$ cat config.mk
export PLATFORM = sky130hd
export DESIGN_NAME = bin2bcd_seq
export DESIGN_NICKNAME = d
export VERILOG_FILES = /design/src/rtl/bcd_pkg.sv /design/src/rtl/bcd_digit_adj.sv /design/src/rtl/bin2bcd_seq.sv
export SDC_FILE = /design/constraint.sdc
export NUM_CORES = 1
export LEC_CHECK = 0
export CELL_PAD_IN_SITES_DETAIL_PLACEMENT = 1
export CELL_PAD_IN_SITES_GLOBAL_PLACEMENT = 1
export CORE_ASPECT_RATIO = 1.5
export CORE_MARGIN = 3
export CORE_UTILIZATION = 45
export DETAILED_ROUTE_END_ITERATION = 10
export HOLD_SLACK_MARGIN = 0.08
export PLACE_DENSITY = 0.88
export SETUP_SLACK_MARGIN = 0.15
export SLEW_MARGIN = 5
export SYNTH_ARGS = -nofsm -noshare
export SYNTH_HDL_FRONTEND = slang
export SYNTH_SLANG_ARGS = --single-unit
$ cat constraint.sdc
create_clock -name clk -period 3.45 [get_ports clk]
set_input_delay 1.035 -clock clk [delete_from_list [all_inputs] [get_ports clk]]
set_output_delay 1.035 -clock clk [all_outputs]
set_load 0.03 [all_outputs]
$ cat src/rtl/bcd_pkg.sv
// Shared constants, state encoding and sizing helper for the binary-to-BCD converter.
package bcd_pkg;

    localparam logic [3:0] BCD_BLANK   = 4'hF;
    localparam logic [3:0] BCD_ADJ_THR = 4'd5;
    localparam logic [3:0] BCD_ADJ_ADD = 4'd3;

    typedef enum logic {
        B2B_IDLE,
        B2B_SHIFT
    } b2b_state_t;

    function automatic int cnt_width(input int w_bin);
        return $clog2(w_bin + 1);
    endfunction

endpackage

$ cat src/rtl/bcd_digit_adj.sv
// Double-dabble nibble correction: digits of 5 or more get +3 ahead of the shift.
module bcd_digit_adj
    import bcd_pkg::*;
(
    input  logic [3:0] nib,
    output logic [3:0] nib_adj
);

    assign nib_adj = (nib >= BCD_ADJ_THR) ? nib + BCD_ADJ_ADD : nib;

endmodule

$ cat src/rtl/bin2bcd_seq.sv
// Sequential binary-to-BCD converter, one input bit per clock with start/busy/done handshake.
// Define BIN2BCD_LEADING_BLANK_EN to replace leading zero digits with BCD_BLANK.
//
// state     | meaning
// B2B_IDLE  | waiting for start; bcd_out holds last result
// B2B_SHIFT | adjust+shift while cnt != 0, then publish result
module bin2bcd_seq
    import bcd_pkg::*;
#(
    parameter int W_BIN    = 8,
    parameter int N_DIGITS = 3
) (
    input  logic                  clk,
    input  logic                  rst_n,
    input  logic                  start,
    input  logic [W_BIN-1:0]      bin_in,
    output logic                  busy,
    output logic                  done,
    output logic [4*N_DIGITS-1:0] bcd_out
);

    localparam int BW = 4 * N_DIGITS;
    localparam int SW = BW + W_BIN;
    localparam int CW = cnt_width(W_BIN);

    generate
        if (10 ** N_DIGITS <= 2 ** W_BIN - 1) begin : g_param_err
            $fatal(1, "bin2bcd_seq: N_DIGITS too small for W_BIN");
        end
    endgenerate

    b2b_state_t    state, state_nxt;
    logic [CW-1:0] cnt, cnt_nxt;
    logic [SW-1:0] scratch, scratch_nxt, adj;
    logic [BW-1:0] bcd_nxt;
    logic          done_nxt;

    for (genvar g = 0; g < N_DIGITS; g++) begin : g_adj
        bcd_digit_adj u_adj (
            .nib     (scratch[W_BIN+4*g +: 4]),
            .nib_adj (adj[W_BIN+4*g +: 4])
        );
    end
    assign adj[W_BIN-1:0] = scratch[W_BIN-1:0];

    function automatic logic [BW-1:0] finalize(input logic [BW-1:0] v);
        logic [BW-1:0] r;
        r = v;
`ifdef BIN2BCD_LEADING_BLANK_EN
        begin
            logic lead;
            lead = 1'b1;
            // Units digit is never blanked so a zero value still shows "0".
            for (int i = N_DIGITS - 1; i >= 1; i--) begin
                if (lead && (v[4*i +: 4] == 4'h0)) begin
                    r[4*i +: 4] = BCD_BLANK;
                end else begin
                    lead = 1'b0;
                end
            end
        end
`endif
        return r;
    endfunction

    assign busy = (state == B2B_SHIFT);

    always_comb begin
        state_nxt   = state;
        cnt_nxt     = cnt;
        scratch_nxt = scratch;
        bcd_nxt     = bcd_out;
        done_nxt    = 1'b0;
        case (state)
            B2B_IDLE: begin
                if (start) begin
                    scratch_nxt = {{BW{1'b0}}, bin_in};
                    cnt_nxt     = CW'(W_BIN);
                    state_nxt   = B2B_SHIFT;
                end
            end
            B2B_SHIFT: begin
                if (cnt != '0) begin
                    scratch_nxt = adj << 1;
                    cnt_nxt     = cnt - CW'(1);
                end else begin
                    bcd_nxt   = finalize(scratch[SW-1:W_BIN]);
                    done_nxt  = 1'b1;
                    state_nxt = B2B_IDLE;
                end
            end
        endcase
    end

    always_ff @(posedge clk or negedge rst_n) begin
        if (!rst_n) begin
            state   <= B2B_IDLE;
            cnt     <= '0;
            scratch <= '0;
            bcd_out <= '0;
            done    <= 1'b0;
        end else begin
            state   <= state_nxt;
            cnt     <= cnt_nxt;
            scratch <= scratch_nxt;
            bcd_out <= bcd_nxt;
            done    <= done_nxt;
        end
    end

endmodule

# Yosys cells after proc, flatten, opt, wreduce, memory -nomap -nowiden
# Index checks and enable logic that the tools add are counted.
# word_totals
regBits	38
output_inout_bits	14
wordCells	33
# op_classes
addsub	4
n_lt_le_gt_ge	3
n_eq_ne	2
n_mux	14
n_bitwise	2
reduce_logical	3
# ops
operator	count
$mux W20	2
$pmux W20 S2	1
$mux W4	4
$ge A4 B3 Y1 const B	3
$add A4 B2 Y4 const B	2
$pmux W4 S2	1
$mux W1	4
$reduce_and A2 Y1	2
$reduce_bool A4 Y1	1
$sub A4 B1 Y4 const B	1
$add A3 B2 Y3 const B	1
$mux W3	1
$ne A2 B1 Y1 const B	1
$ne A2 B2 Y1 const B	1
$not A1 Y1	2
$pmux W1 S2	1

# Longest topological paths before layout
# Gate-level depths: netlist of run 1.
# depth
depth_word	4
mapped_depth	8
mapped_depth_nobuf	6

# By module
# From an unflattened synthesis of run 1, not the netlist that was laid out.
# hier_totals
cells_unflattened	153
area_unflattened_um2	1880.6
# by_module_without_submodules
module	instances	cells_each	area_each_um2	seq_area_each_um2
bin2bcd_seq	1	105	1576.5	950.9
bcd_digit_adj	3	16	101.3	0.0

# Least setup slack after synthesis of run 1
# Ideal clock, no wire load.
# synth_path
path_type	input to register
from	in start
to	reg scratch[10]
arrival_ps	1490
required_time_ps	3374
setup_slack_ps	1884
cell_stages	4
n_path_buf	1
path_cell_list	o21bai_4 buf_6 nand2_1 o21ai_1
# synth_via
elab_chain_cells	2
# synth_lines
element	line_no	rtl
start, declared	bin2bcd_seq.sv:15	input logic start,
$ne A2 B2 Y1 (no source line)	--	
$reduce_and A2 Y1 (no source line)	--	
end signal, assigned	bin2bcd_seq.sv:105	scratch <= scratch_nxt;
end, declared	bin2bcd_seq.sv:34	logic [SW-1:0] scratch, scratch_nxt, adj;
# Every way passes these cells.
# A chain may end at the register's enable or synchronous reset.

# Final worst setup path of run 1
# layout_path
from	reg state (netlist: busy)
to	out busy
# layout_rtl
element	line_no	rtl
start, declared	bin2bcd_seq.sv:32	b2b_state_t state, state_nxt;
start signal, assigned	bin2bcd_seq.sv:103	state <= state_nxt;
end, declared	bin2bcd_seq.sv:17	output logic busy,
# No word-level cell between the ends.

==> qor.txt, run 1 <==
Vias/cell: 5.458
CP max-delay cell: clkdlybuf4s50_1
largest net degree at the start of global routing: 39
status: finished clean
Resize count post-CTS: 0
Final Max Slew Viols: 0
critical path class: flop to output pin
IO Pins: 25
slew at the pin closest to its max-slew limit: 820.5 ps
final hold violations: 0
via count: 1228
RSZ-0062 raised after global routing: no
Final min period: 2372 ps
Cell Area, Synth: 1788 um2
DRT Pass-1 Iters: 4
Hold Buf Count CTS: 0
synthesized flop and latch total: 38
Iter 0 DRT Violations: 17
DPL Wire Length: 2543 um
Inserted Diodes: 0
Post-Syn Area per Cell: 11.54 um2
clk slew on worst S/H paths: 70 ps
Final period util: 0.6876
Gate Count Post-Synth: 155
Max clock buf depth: 2
gr usage total: 0.1651
clk root buf: clkbuf_8
initial antenna violation count: 0
CP arrival: 1340 ps
CP Max Fanout: 2
# DRC: 0
Setup Fix Bufs, Post-CTS: 0
layout cell share with drive strength beyond 1: 0.1374
core area: 3750 um2
CP bufs+invs: 1
CTS Buf Count: 5
Setup-failing EPs final: 0
fmax: 421.5 MHz
Pleak: 0.9798 nW
final net count: 200
Syn-to-layout area delta: 20.22%
number of global-route vias before repair: 1313
Post-Route Setup TNS: 0 ps
syn nets: 173
Maximum Capacitance Violations: 0
PortBufs: 24
Syn. warnings: 0
Worst Path Required: 2410 ps
Antenna Nets Post-Route: 0
Congestion Overflow GR: 0
Placer Congestion: 0.7269
Slew HR: 0.4530
crit path cell chain: clkdlybuf4s50_1
Final Util: 0.5732
synth unique cells: 26
Cell Pwr Density: 1063 nW/um2
Die Ht: 83.20 um
Chip Width: 57.47 um
Final Skew: 5.460 ps
die area: 4781 um2
CP top delay family: buffers and inverters
CTS tree: yes
Sinks on Clock Net: 38
first-pass GRT wire length: 6127 um
worst min-delay path class: flop to flop
Clock Latency Late Sink: 290 ps
final WL: 3502 um
Post-synth EDFFs: 0
sequential share of the synthesized area: 0.5318
ys async rst share: 1.000
Setup crit start kind: flop
Initial Utilization: 0.4768
CP Capture Type: output pin
worst vdd ir: 0.0004844 V
num rows: 27
H-tree Lvls: 2
DR WL/cell: 15.56 um
max incr delay on CP: 680 ps
ys flop type: dfrtp_1
## through the flow
stage | area, um2 | total power [W] | setup slack, ps | cells | hold WS [ps]
final | 2150 | 0.002284 | 1078 | 225 | 487.5
after global routing | 2150 | 0.002480 | 1024 | 225 | 521.4
after CTS | 2150 | 0.002322 | 1055 | 225 | 494.6
after detailed placement | 2037 | 0.001926 | 1016 | 218 | 478.2
after global placement | 2037 | 0.001857 | 1096 | 218 | 466.7
after floorplan | 1788 | 0.001606 | 1884 | 155 | 448.4
## power by group
part / internal (W) / switching [W]
logic: 0.000493 / 0.000617
clock network: 0.000231 / 0.000148
registers: 0.000653 / 0.000142
total: 0.00138 / 0.000907
## path summary, 6_finish.rpt
kind / cells past startpoint / endpoint / start / slack, ps
max: 1 / busy / busy / 1080
min: 1 / bcd_out[6] / bcd_out[6] / 490
max reg2reg: 6 / scratch[19] / cnt[0] / 1700
min reg2reg: 1 / bcd_out[6] / bcd_out[6] / 490
max in group asynchronous: 1 / cnt[2] / rst_n / 2090
min in group asynchronous: 1 / bcd_out[7] / rst_n / 840
## layout by cell type, fill, tap and decap left out, types with 2 or more instances in the layout
| cell type | netlist | layout |
|---|---|---|
| nand2b_1 | 7 | 7 |
| clkbuf_8 | 0 | 6 |
| buf_4 | 0 | 2 |
| o211ai_1 | 3 | 3 |
| a21oi_1 | 3 | 3 |
| mux2i_1 | 8 | 8 |
| o22ai_1 | 5 | 5 |
| o32ai_1 | 2 | 2 |
| ha_1 | 7 | 7 |
| mux2_2 | 12 | 12 |
| mux2_1 | 3 | 3 |
| nand2_1 | 16 | 16 |
| xor2_1 | 2 | 2 |
| xnor2_1 | 3 | 3 |
| o21ai_0 | 12 | 12 |
| clkdlybuf4s50_1 | 0 | 23 |
| nor2_1 | 4 | 4 |
| inv_1 | 10 | 10 |
| o21ai_1 | 7 | 7 |
| dfrtp_1 | 38 | 38 |
## per-layer routing
layer	wire, um	track usage	share of wire
met5	0	0	0
met4	66	0.06329	0.019
met3	145	0.04199	0.041
met2	1916	0.2932	0.55
met1	1374	0.1819	0.39
## sequential cells by signal (all words and copies together) (netlist names)
| signal | cells |
|---|---|
| bcd_out | 12 |
| busy | 1 |
| cnt | 4 |
| done | 1 |
| scratch | 20 |
## cells by family after synthesis
kind of cell,Yosys count,synth area share
fa+ha+maj,7,0.04898
compound gates,35,0.1218
flops,38,0.5318
xor+xnor,5,0.02450
simple gates,30,0.07977
mux,23,0.1393
buf+inv,17,0.05388
## synth_stat cells (4+ instances only)
library cell  count  area [um2]
buf_6             4       45.04
dfrtp_1          38       950.9
ha_1              7       87.58
inv_1            10       37.54
mux2_2           12       135.1
mux2i_1           8       80.08
nand2_1          16       60.06
nand2b_1          7       43.79
nor2_1            4       15.01
o21ai_0          12       60.06
o21ai_1           7       35.03
o22ai_1           5       31.28
## final cells by class
type                    count  area, um2
flip-flops and latches     38      950.9
fillers                   409       1600
repair buffers             26      250.2
multi-input cells         100      740.7
well taps                  43      53.80
clock buffers               6      82.58
inverters                  11      41.29
clock inverters             1      30.03
(Power assumes the default switching activity.)
==> run 2, diff against run 1 <==
--- a/config.mk
+++ b/config.mk
@@ -9,10 +9,10 @@
 export CELL_PAD_IN_SITES_GLOBAL_PLACEMENT = 1
 export CORE_ASPECT_RATIO = 1.5
 export CORE_MARGIN = 3
-export CORE_UTILIZATION = 45
+export CORE_UTILIZATION = 38
 export DETAILED_ROUTE_END_ITERATION = 10
 export HOLD_SLACK_MARGIN = 0.08
-export PLACE_DENSITY = 0.88
+export PLACE_DENSITY = 0.8
 export SETUP_SLACK_MARGIN = 0.15
 export SLEW_MARGIN = 5
 export SYNTH_ARGS = -nofsm -noshare
==> constraint.sdc (replaced) <==
create_clock -name clk -period 2.1 [get_ports clk]
set_input_delay 0.63 -clock clk [delete_from_list [all_inputs] [get_ports clk]]
set_output_delay 0.63 -clock clk [all_outputs]
set_load 0.03 [all_outputs]
==> qor.txt, run 2 (same netlist as run 1, synthesis figures left out) <==
Cell Pwr Density: 1709 nW/um2
final hold violations: 0
num rows: 29
clk root buf: clkbuf_8
slew at the pin closest to its max-slew limit: 477.2 ps
Final Max Slew Viols: 0
worst vdd ir: 0.0007817 V
largest net degree at the start of global routing: 39
Clock Latency Late Sink: 290 ps
most common cell after layout, fill and taps aside: dfrtp_1
Multi-input gate area: 740.7 um2
worst hold start: bcd_out[5]
layout cell share with drive strength beyond 1: 0.1649
Reg area: 950.9 um2
core area: 4390 um2
CP Capture Type: flop
Non-Filler Instances: 250
gr usage total: 0.1587
reg2reg start: scratch[12]
Reg with most FFs: scratch
Chip Width: 62.01 um
DRT Pass-1 Iters: 2
Sinks on Clock Net: 38
fin area: 2212 um2
IO Pins: 25
first-pass GRT wire length: 6582 um
CP arrival: 1970 ps
DR WL/cell: 15.70 um
Final Skew: 6.453 ps
Max clock buf depth: 2
post-placement cell count: 242
DPL Wire Length: 2899 um
H-tree Lvls: 2
Placer Congestion: 0.7404
Worst Path Required: 2310 ps
Congestion Overflow GR: 0
Vias/cell: 5.072
fmax: 568.0 MHz
status: finished clean
RSZ-0062 raised after global routing: no
Die Ht: 90.01 um
Setup-failing EPs final: 0
Inserted Diodes: 0
Setup Fix Bufs, Post-CTS: 0
top flop regs: scratch x20, bcd_out x12, cnt x4
Initial Utilization: 0.4072
initial antenna violation count: 0
# DRC: 0
Iter 0 DRT Violations: 42
Post-Route Setup TNS: 0 ps
number of global-route vias before repair: 1401
Final min period: 1760 ps
Final Util: 0.5038
CP Max Fanout: 4
critical path class: flop to flop
via count: 1268
most frequent cells in the layout: dfrtp_1 (38), nand2_1 (16), o21ai_0 (12), mux2_2 (12)
worst min-delay path class: flop to flop
filler cell count: 481
Area after DPL: 2101 um2
die area: 5581 um2
final net count: 205
CTS Buf Count: 5
Final period util: 0.8383
Critical Path Source: scratch[12]
Setup crit start kind: flop
Syn-to-layout area delta: 23.72%
final WL: 3926 um
Pleak: 1.101 nW
PortBufs: 24
Slew HR: 0.6818
max reg flops: 20
CTS tree: yes
Antenna Nets Post-Route: 0
Maximum Capacitance Violations: 0
clk slew on worst S/H paths: 70 ps
WHS: 488.0 ps
==> run 2: cell types whose count changed in the layout (fill, tap and decap cells not counted), moves of 2 or more <==
| cell | delta |
|---|---|
| dlymetal6s2s_1 | +5 |
| dlygate4sd2_1 | +8 |
| clkdlybuf4s50_1 | -13 |
| buf_4 | +6 |
| clkinv_2 | +2 |
==> run 2: metal layers <==
metal / global-route usage / share of wire / vias up
met5: 0 / 0 / -
met4: 0.06372 / 0.022 / 0
met3: 0.04585 / 0.040 / 9
met2: 0.2638 / 0.57 / 28
met1: 0.1819 / 0.37 / 634
li1: - / - / 597
==> run 2: worst paths after layout <==
check | slack [ps] | to | cells after the start
min in group asynchronous | 770 | busy | 2
setup / recovery | 340 | scratch[14] | 6
setup reg to reg | 340 | scratch[14] | 6
hold / removal | 490 | bcd_out[5] | 1
hold reg to reg | 490 | bcd_out[5] | 1
max in group asynchronous | 990 | scratch[8] | 2
==> run 2: repair_timing <==
item,4_1_cts,5_1_grt
hold buffers,0,0
pin swaps,0,0
endpoints found under the setup margin,8,5
gates resized for setup,8,5
endpoints found under the hold margin,0,0
==> run 2: layout make-up <==
class,instances,share of cell area
Multi-Input combinational cell,100,0.3348
Inverter,11,0.01867
Sequential cell,38,0.4299
Timing Repair Buffer,31,0.1324
Tap cell,62,0.03507
Clock inverter,3,0.01810
Clock buffer,5,0.03111
==> run 2: per-stage QoR <==
stage	worst slack (ps)	power, W
3_5_place_dp	293.6	0.003266
2_1_floorplan	536.1	0.002638
5_1_grt	213.3	0.004083
6_report	339.5	0.003781
4_1_cts	154.2	0.003839
3_3_place_gp	340.4	0.003129
==> run 2: worst max-delay path, stage by stage (launching register included) <==
cell	delay, ps
dfrtp_1	430
inv_1	150
ha_1	220
nand2b_1	70
a21oi_1	290
mux2_2	380
o21ai_0	150
==> run 2: power by group <==
part	switching (W)	leakage [nW]	internal, W
combinational	0.00107	0.560	0.000798
sequential	0.000238	0.483	0.00107
clock	0.000249	0.0579	0.000349
